==> config.mk <==
export PLATFORM = sky130hd
export DESIGN_NAME = controller
export DESIGN_NICKNAME = d
export VERILOG_FILES = /design/src/rtl/stack_cpu_pkg.sv /design/src/rtl/controller.sv
export SDC_FILE = /design/constraint.sdc
export NUM_CORES = 1
export LEC_CHECK = 0
export CORE_AREA = 10 10 47 49
export CTS_CLUSTER_SIZE = 24
export DETAILED_ROUTE_END_ITERATION = 12
export DIE_AREA = 0 0 57 59
export HOLD_SLACK_MARGIN = 0.15
export PLACE_DENSITY_LB_ADDON = 0.1
export SLEW_MARGIN = 20
export SYNTH_ARGS = -nofsm -noshare
export SYNTH_HDL_FRONTEND = slang
export SYNTH_SLANG_ARGS = --single-unit
==> constraint.sdc <==
create_clock -name clk -period 3 [get_ports clk]
set_clock_uncertainty 0.1 [all_clocks]
set_input_delay 0.45 -clock clk [delete_from_list [all_inputs] [get_ports clk]]
set_output_delay 0.45 -clock clk [all_outputs]
set_load 0.05 [all_outputs]
==> src/rtl/stack_cpu_pkg.sv <==
// Shared encodings for the 8-bit stack machine: opcodes, ALU operations and
// the controller state enumeration used by both controller and datapath.
package stack_cpu_pkg;

    localparam logic [2:0] OP_ADD  = 3'b000;
    localparam logic [2:0] OP_SUB  = 3'b001;
    localparam logic [2:0] OP_AND  = 3'b010;
    localparam logic [2:0] OP_NOT  = 3'b011;
    localparam logic [2:0] OP_PUSH = 3'b100;
    localparam logic [2:0] OP_POP  = 3'b101;
    localparam logic [2:0] OP_JMP  = 3'b110;
    localparam logic [2:0] OP_JZ   = 3'b111;

    localparam logic [1:0] ALU_ADD = 2'b00;
    localparam logic [1:0] ALU_SUB = 2'b01;
    localparam logic [1:0] ALU_AND = 2'b10;
    localparam logic [1:0] ALU_NOT = 2'b11;

    typedef enum logic [3:0] {
        S_FETCH  = 4'd0,
        S_DECODE = 4'd1,
        S_AP1    = 4'd2,
        S_AP2    = 4'd3,
        S_AEX    = 4'd4,
        S_NP     = 4'd5,
        S_NEX    = 4'd6,
        S_PR     = 4'd7,
        S_PW     = 4'd8,
        S_POPW   = 4'd9,
        S_JMP    = 4'd10,
        S_JZ     = 4'd11
    } state_t;

    // Two-operand ALU instructions share the AP1/AP2/AEX path.
    function automatic logic is_binop(input logic [2:0] op);
        return (op == OP_ADD) || (op == OP_SUB) || (op == OP_AND);
    endfunction

endpackage

==> src/rtl/controller.sv <==
// Multicycle Moore controller for the stack-machine datapath. Outputs decode
// from state alone and are held at zero for as long as rst is low.
module controller
    import stack_cpu_pkg::*;
(
    input  logic       clk,
    input  logic       rst,
    input  logic [2:0] opcode,
    output logic       pcWrite,
    output logic       pcWriteCond,
    output logic       pcSrc,
    output logic       IorD,
    output logic       memRead,
    output logic       memWrite,
    output logic       IRWrite,
    output logic       MtoS,
    output logic       ldA,
    output logic       ldB,
    output logic       srcA,
    output logic       srcB,
    output logic       push,
    output logic       pop,
    output logic       tos,
    output logic [1:0] ALUOp
);

    state_t state_r;
    state_t next_s;

    // State register; a low rst at the edge restarts at FETCH.
    always_ff @(posedge clk) begin
        if (!rst) begin
            state_r <= S_FETCH;
        end else begin
            state_r <= next_s;
        end
    end

    // Next-state and Moore output decode; reset masks every strobe.
    always_comb begin
        next_s      = S_FETCH;
        pcWrite     = 1'b0;
        pcWriteCond = 1'b0;
        pcSrc       = 1'b0;
        IorD        = 1'b0;
        memRead     = 1'b0;
        memWrite    = 1'b0;
        IRWrite     = 1'b0;
        MtoS        = 1'b0;
        ldA         = 1'b0;
        ldB         = 1'b0;
        srcA        = 1'b0;
        srcB        = 1'b0;
        push        = 1'b0;
        pop         = 1'b0;
        tos         = 1'b0;
        ALUOp       = ALU_ADD;
        if (rst) begin
            case (state_r)
                S_FETCH: begin
                    memRead = 1'b1;
                    IRWrite = 1'b1;
                    srcB    = 1'b1;
                    pcWrite = 1'b1;
                    next_s  = S_DECODE;
                end
                S_DECODE: begin
                    tos = 1'b1;
                    ldA = 1'b1;
                    if (is_binop(opcode)) begin
                        next_s = S_AP1;
                    end else begin
                        case (opcode)
                            OP_NOT:  next_s = S_NP;
                            OP_PUSH: next_s = S_PR;
                            OP_POP:  next_s = S_POPW;
                            OP_JMP:  next_s = S_JMP;
                            OP_JZ:   next_s = S_JZ;
                            default: next_s = S_FETCH;
                        endcase
                    end
                end
                S_AP1: begin
                    pop    = 1'b1;
                    next_s = S_AP2;
                end
                S_AP2: begin
                    tos    = 1'b1;
                    ldB    = 1'b1;
                    pop    = 1'b1;
                    next_s = S_AEX;
                end
                // IR is stable through the instruction, so opcode[1:0] selects add/sub/and.
                S_AEX: begin
                    srcA  = 1'b1;
                    ALUOp = opcode[1:0];
                    push  = 1'b1;
                end
                S_NP: begin
                    pop    = 1'b1;
                    next_s = S_NEX;
                end
                S_NEX: begin
                    srcA  = 1'b1;
                    ALUOp = ALU_NOT;
                    push  = 1'b1;
                end
                S_PR: begin
                    IorD    = 1'b1;
                    memRead = 1'b1;
                    next_s  = S_PW;
                end
                S_PW: begin
                    MtoS = 1'b1;
                    push = 1'b1;
                end
                S_POPW: begin
                    IorD     = 1'b1;
                    memWrite = 1'b1;
                    pop      = 1'b1;
                end
                S_JMP: begin
                    pcSrc   = 1'b1;
                    pcWrite = 1'b1;
                end
                S_JZ: begin
                    pcSrc       = 1'b1;
                    pcWriteCond = 1'b1;
                end
                default: begin
                    next_s = S_FETCH;
                end
            endcase
        end else begin
            next_s = S_FETCH;
        end
    end

endmodule

==> results.md <==
- Rows: 14
- Worst EP required: about 2500 ps
- Post-synth top flop: dfxtp_1
- Final WS setup: 601 ps
- Top-count cell post-synth: nor2_1
- RSZ-0062 raised after global routing: false
- Top post-synthesis cells by count: nor2_1 (10), dfxtp_1 (4), nand2_1 (4)
- Inserted Diodes: 0
- Worst hold endpoint: state_r[3]$_SDFF_PN0_
- Final min period: around 2400 ps
- Nets: 81
- Ys Warns: 0
- WP buf/inv: 2
- Reg-to-reg endpoint: state_r[1]$_SDFF_PN0_
- Synth top area share: 19.3%
- Power Density: between 400 and 500 mW/mm^2
- Leading area contributor after synthesis: dfxtp_1
- Pre-CTS setup slack: about 600 ps
- Vias in the first global route: about 460
- Worst Hold Launch: state_r[2]$_SDFF_PN0_
- Die H: approximately 59 um
- Num CTS Buffers: 3
- Register-to-Register Setup Slack: between 1500 and 2000 ps
- Core area: approximately 0.0014 sq mm
- Crit-path leading delay family: buffers and inverters
- Clock Path Buffers: 2
- Die W: about 57 um
- Share of cells above drive strength 1: 31.1%
- Largest Register: state_r
- Initial drt markers: 5
- Total Routing Usage GR: under 10%
- Post-Syn Area: between 400 and 500 sq um
- Synth cell types: 26
- Final setup viols: 0
- CP Class: in -> out
- Clk sink count: 4
- Max reg flops: 4
- Syn nets: 60
- Power, Total: 0.274 mW
- Max Clock Freq: between 400 and 500 MHz
- Number of max-cap violations: 0
- Area grow syn2layout: 52.4%
- CP max FO: 9
- Largest net degree at the start of global routing: 15
- Htree depth: 1
- Vias per cell: just over 5
- Seq/Total Area, Yosys: between 15 and 20%
- Critical Path AT: ~1900 ps
- Initial antenna violation count: 0
- Crit-path max cell delay: between 600 and 700 ps
- Layout fillers: roughly 160
- CTS clk-pin slew, worst paths: 40 ps
- Peak supply drop: approximately 180 uV
- WL/cell: ~14 um
- Status: completed
- Slowest stage cell, crit path: clkdlybuf4s50_1
- Origin of the critical flop-to-flop path: state_r[1]$_SDFF_PN0_
- Top flop regs: state_r (4)
- DP HPWL: 930 um
- Drt total wl: 1.22 mm
- Async S/R FF share, synth: 0%
- Initial core utilization: between 20% and 30%
- TritonCTS clock tree: done
- # hold bufs at CTS: 0
- Post-DRT Antenna Nets: 0
- Final Max Tran Viols: 0
- Die area: about 0.0034 sq mm
- Cell Chain, Critical Path: clkdlybuf4s50_1 -> nand3b_1 -> nor3_1 -> buf_12
- Post-synth EDFFs: 0
- Post-CTS Repair Setup Buffers: 0
- Worst setup SP type: input port
- Root Buffer: clkbuf_4
- GP Congestion: around 0.73
- Yosys reg bits: 4
- Synth Area per Inst: around 7.6 sq um
- DRC: 0
- Worst-Skew Late Latency: about 240 ps
- Leak: between 0.2 and 0.3 nW
- Post-CTS resize count: 0
- Hold path depth: 2
- GR Overflow Total: 0
- CP Capture Type: output port
- Slew @ Worst Pin: between 500 and 600 ps
- Hold Crit Class: reg -> reg
- # IOs: 22
- TNS Setup: 0 ps
- Routed vias: roughly 460
- IO Port Bufs: 21
- Fin crit share: about 80%
- R2R cell count: 2
- Synth Instances: 55
- Synth top area cells: dfxtp_1 (19%), nor2_1 (9.0%), o21a_1 (5.4%)
- Final Hold Fails: 0
- 1st-pass router iterations: 2
- First-pass GRT wire length: between 2 and 2.5 mm
- Worst slew margin: 64.5%
per-stage QoR:
stage	cells	util (%)	hold slack (ps)	cell area (sq um)
6_report	90	45.2	624	633
5_1_grt	90	45.2	685	633
4_1_cts	90	45.2	628	633
3_5_place_dp	87	43.6	622	611
3_3_place_gp	87	43.6	597	611
2_1_floorplan	55	-	458	415
area by class of cell:
| cell class | count | area, sq um | area share (%) |
|---|---|---|---|
| Timing Repair Buffer | 21 | 205 | 32.4 |
| Inverter | 1 | 3.75 | 0.593 |
| Tap cell | 16 | 20.0 | 3.16 |
| Sequential cell | 4 | 80.1 | 12.6 |
| Multi-Input combinational cell | 45 | 302 | 47.6 |
| Clock buffer | 3 | 22.5 | 3.56 |
routing by layer:
metal  part of all wire [%]  track usage [%]
met3                    7.9             3.00
met1                     46             7.81
met5                      0                0
met4                      0             3.02
met2                     46             12.1
cell usage in the layout (no fill, tap or decap):
cell type         n
a21oi_1           3
a41o_1            1
nor2_1           10
nand3_1           2
nand2_1           4
nand2b_1          1
nand2b_4          1
and3_1            1
xnor2_1           1
nor2b_1           1
o21a_1            3
nor3b_1           2
a311oi_1          1
inv_1             1
buf_4            14
a22oi_1           1
nor4b_1           1
nand3b_1          2
and3b_1           1
nor3_1            3
clkbuf_4          3
clkdlybuf4s50_1   4
mux2i_1           2
xor2_1            2
a2111oi_2         1
dfxtp_1           4
nor3b_4           1
buf_12            3
worst register-to-register path, stage by stage (launching register included):
cell and delay [ps]:
dfxtp_1 650, nor2_1 190, a311oi_1 320
worst max-delay path by stage:
stage | from | to | slack [ps] | depth (start not counted)
floorplan | state_r[2]$_SDFF_PN0_ | push | 540 | 4
global placement | rst | ldA | 620 | 4
detailed placement | rst | ldA | 600 | 4
CTS | rst | ldA | 600 | 4
global route | rst | ldA | 510 | 4
finish | rst | ldA | 600 | 4
cells by family after synthesis:
logic type             synth area share, %
flip-flops                            19.3
AO/OA/AOI/OAI                         19.0
multiplexers                          4.82
buffers and inverters                 8.13
XOR/XNOR                              6.33
AND/OR/NAND/NOR                       42.5
where the power goes:
part | total [mW] | switching (mW) | leakage [nW] | internal [mW]
Clock | 0.0692 | 0.0242 | 0.0138 | 0.0449
Combinational | 0.129 | 0.0812 | 0.227 | 0.0477
Sequential | 0.0762 | 0.0178 | 0.0329 | 0.0584
Total | 0.274 | 0.123 | 0.274 | 0.151
Power figures use the tool's default switching activity.
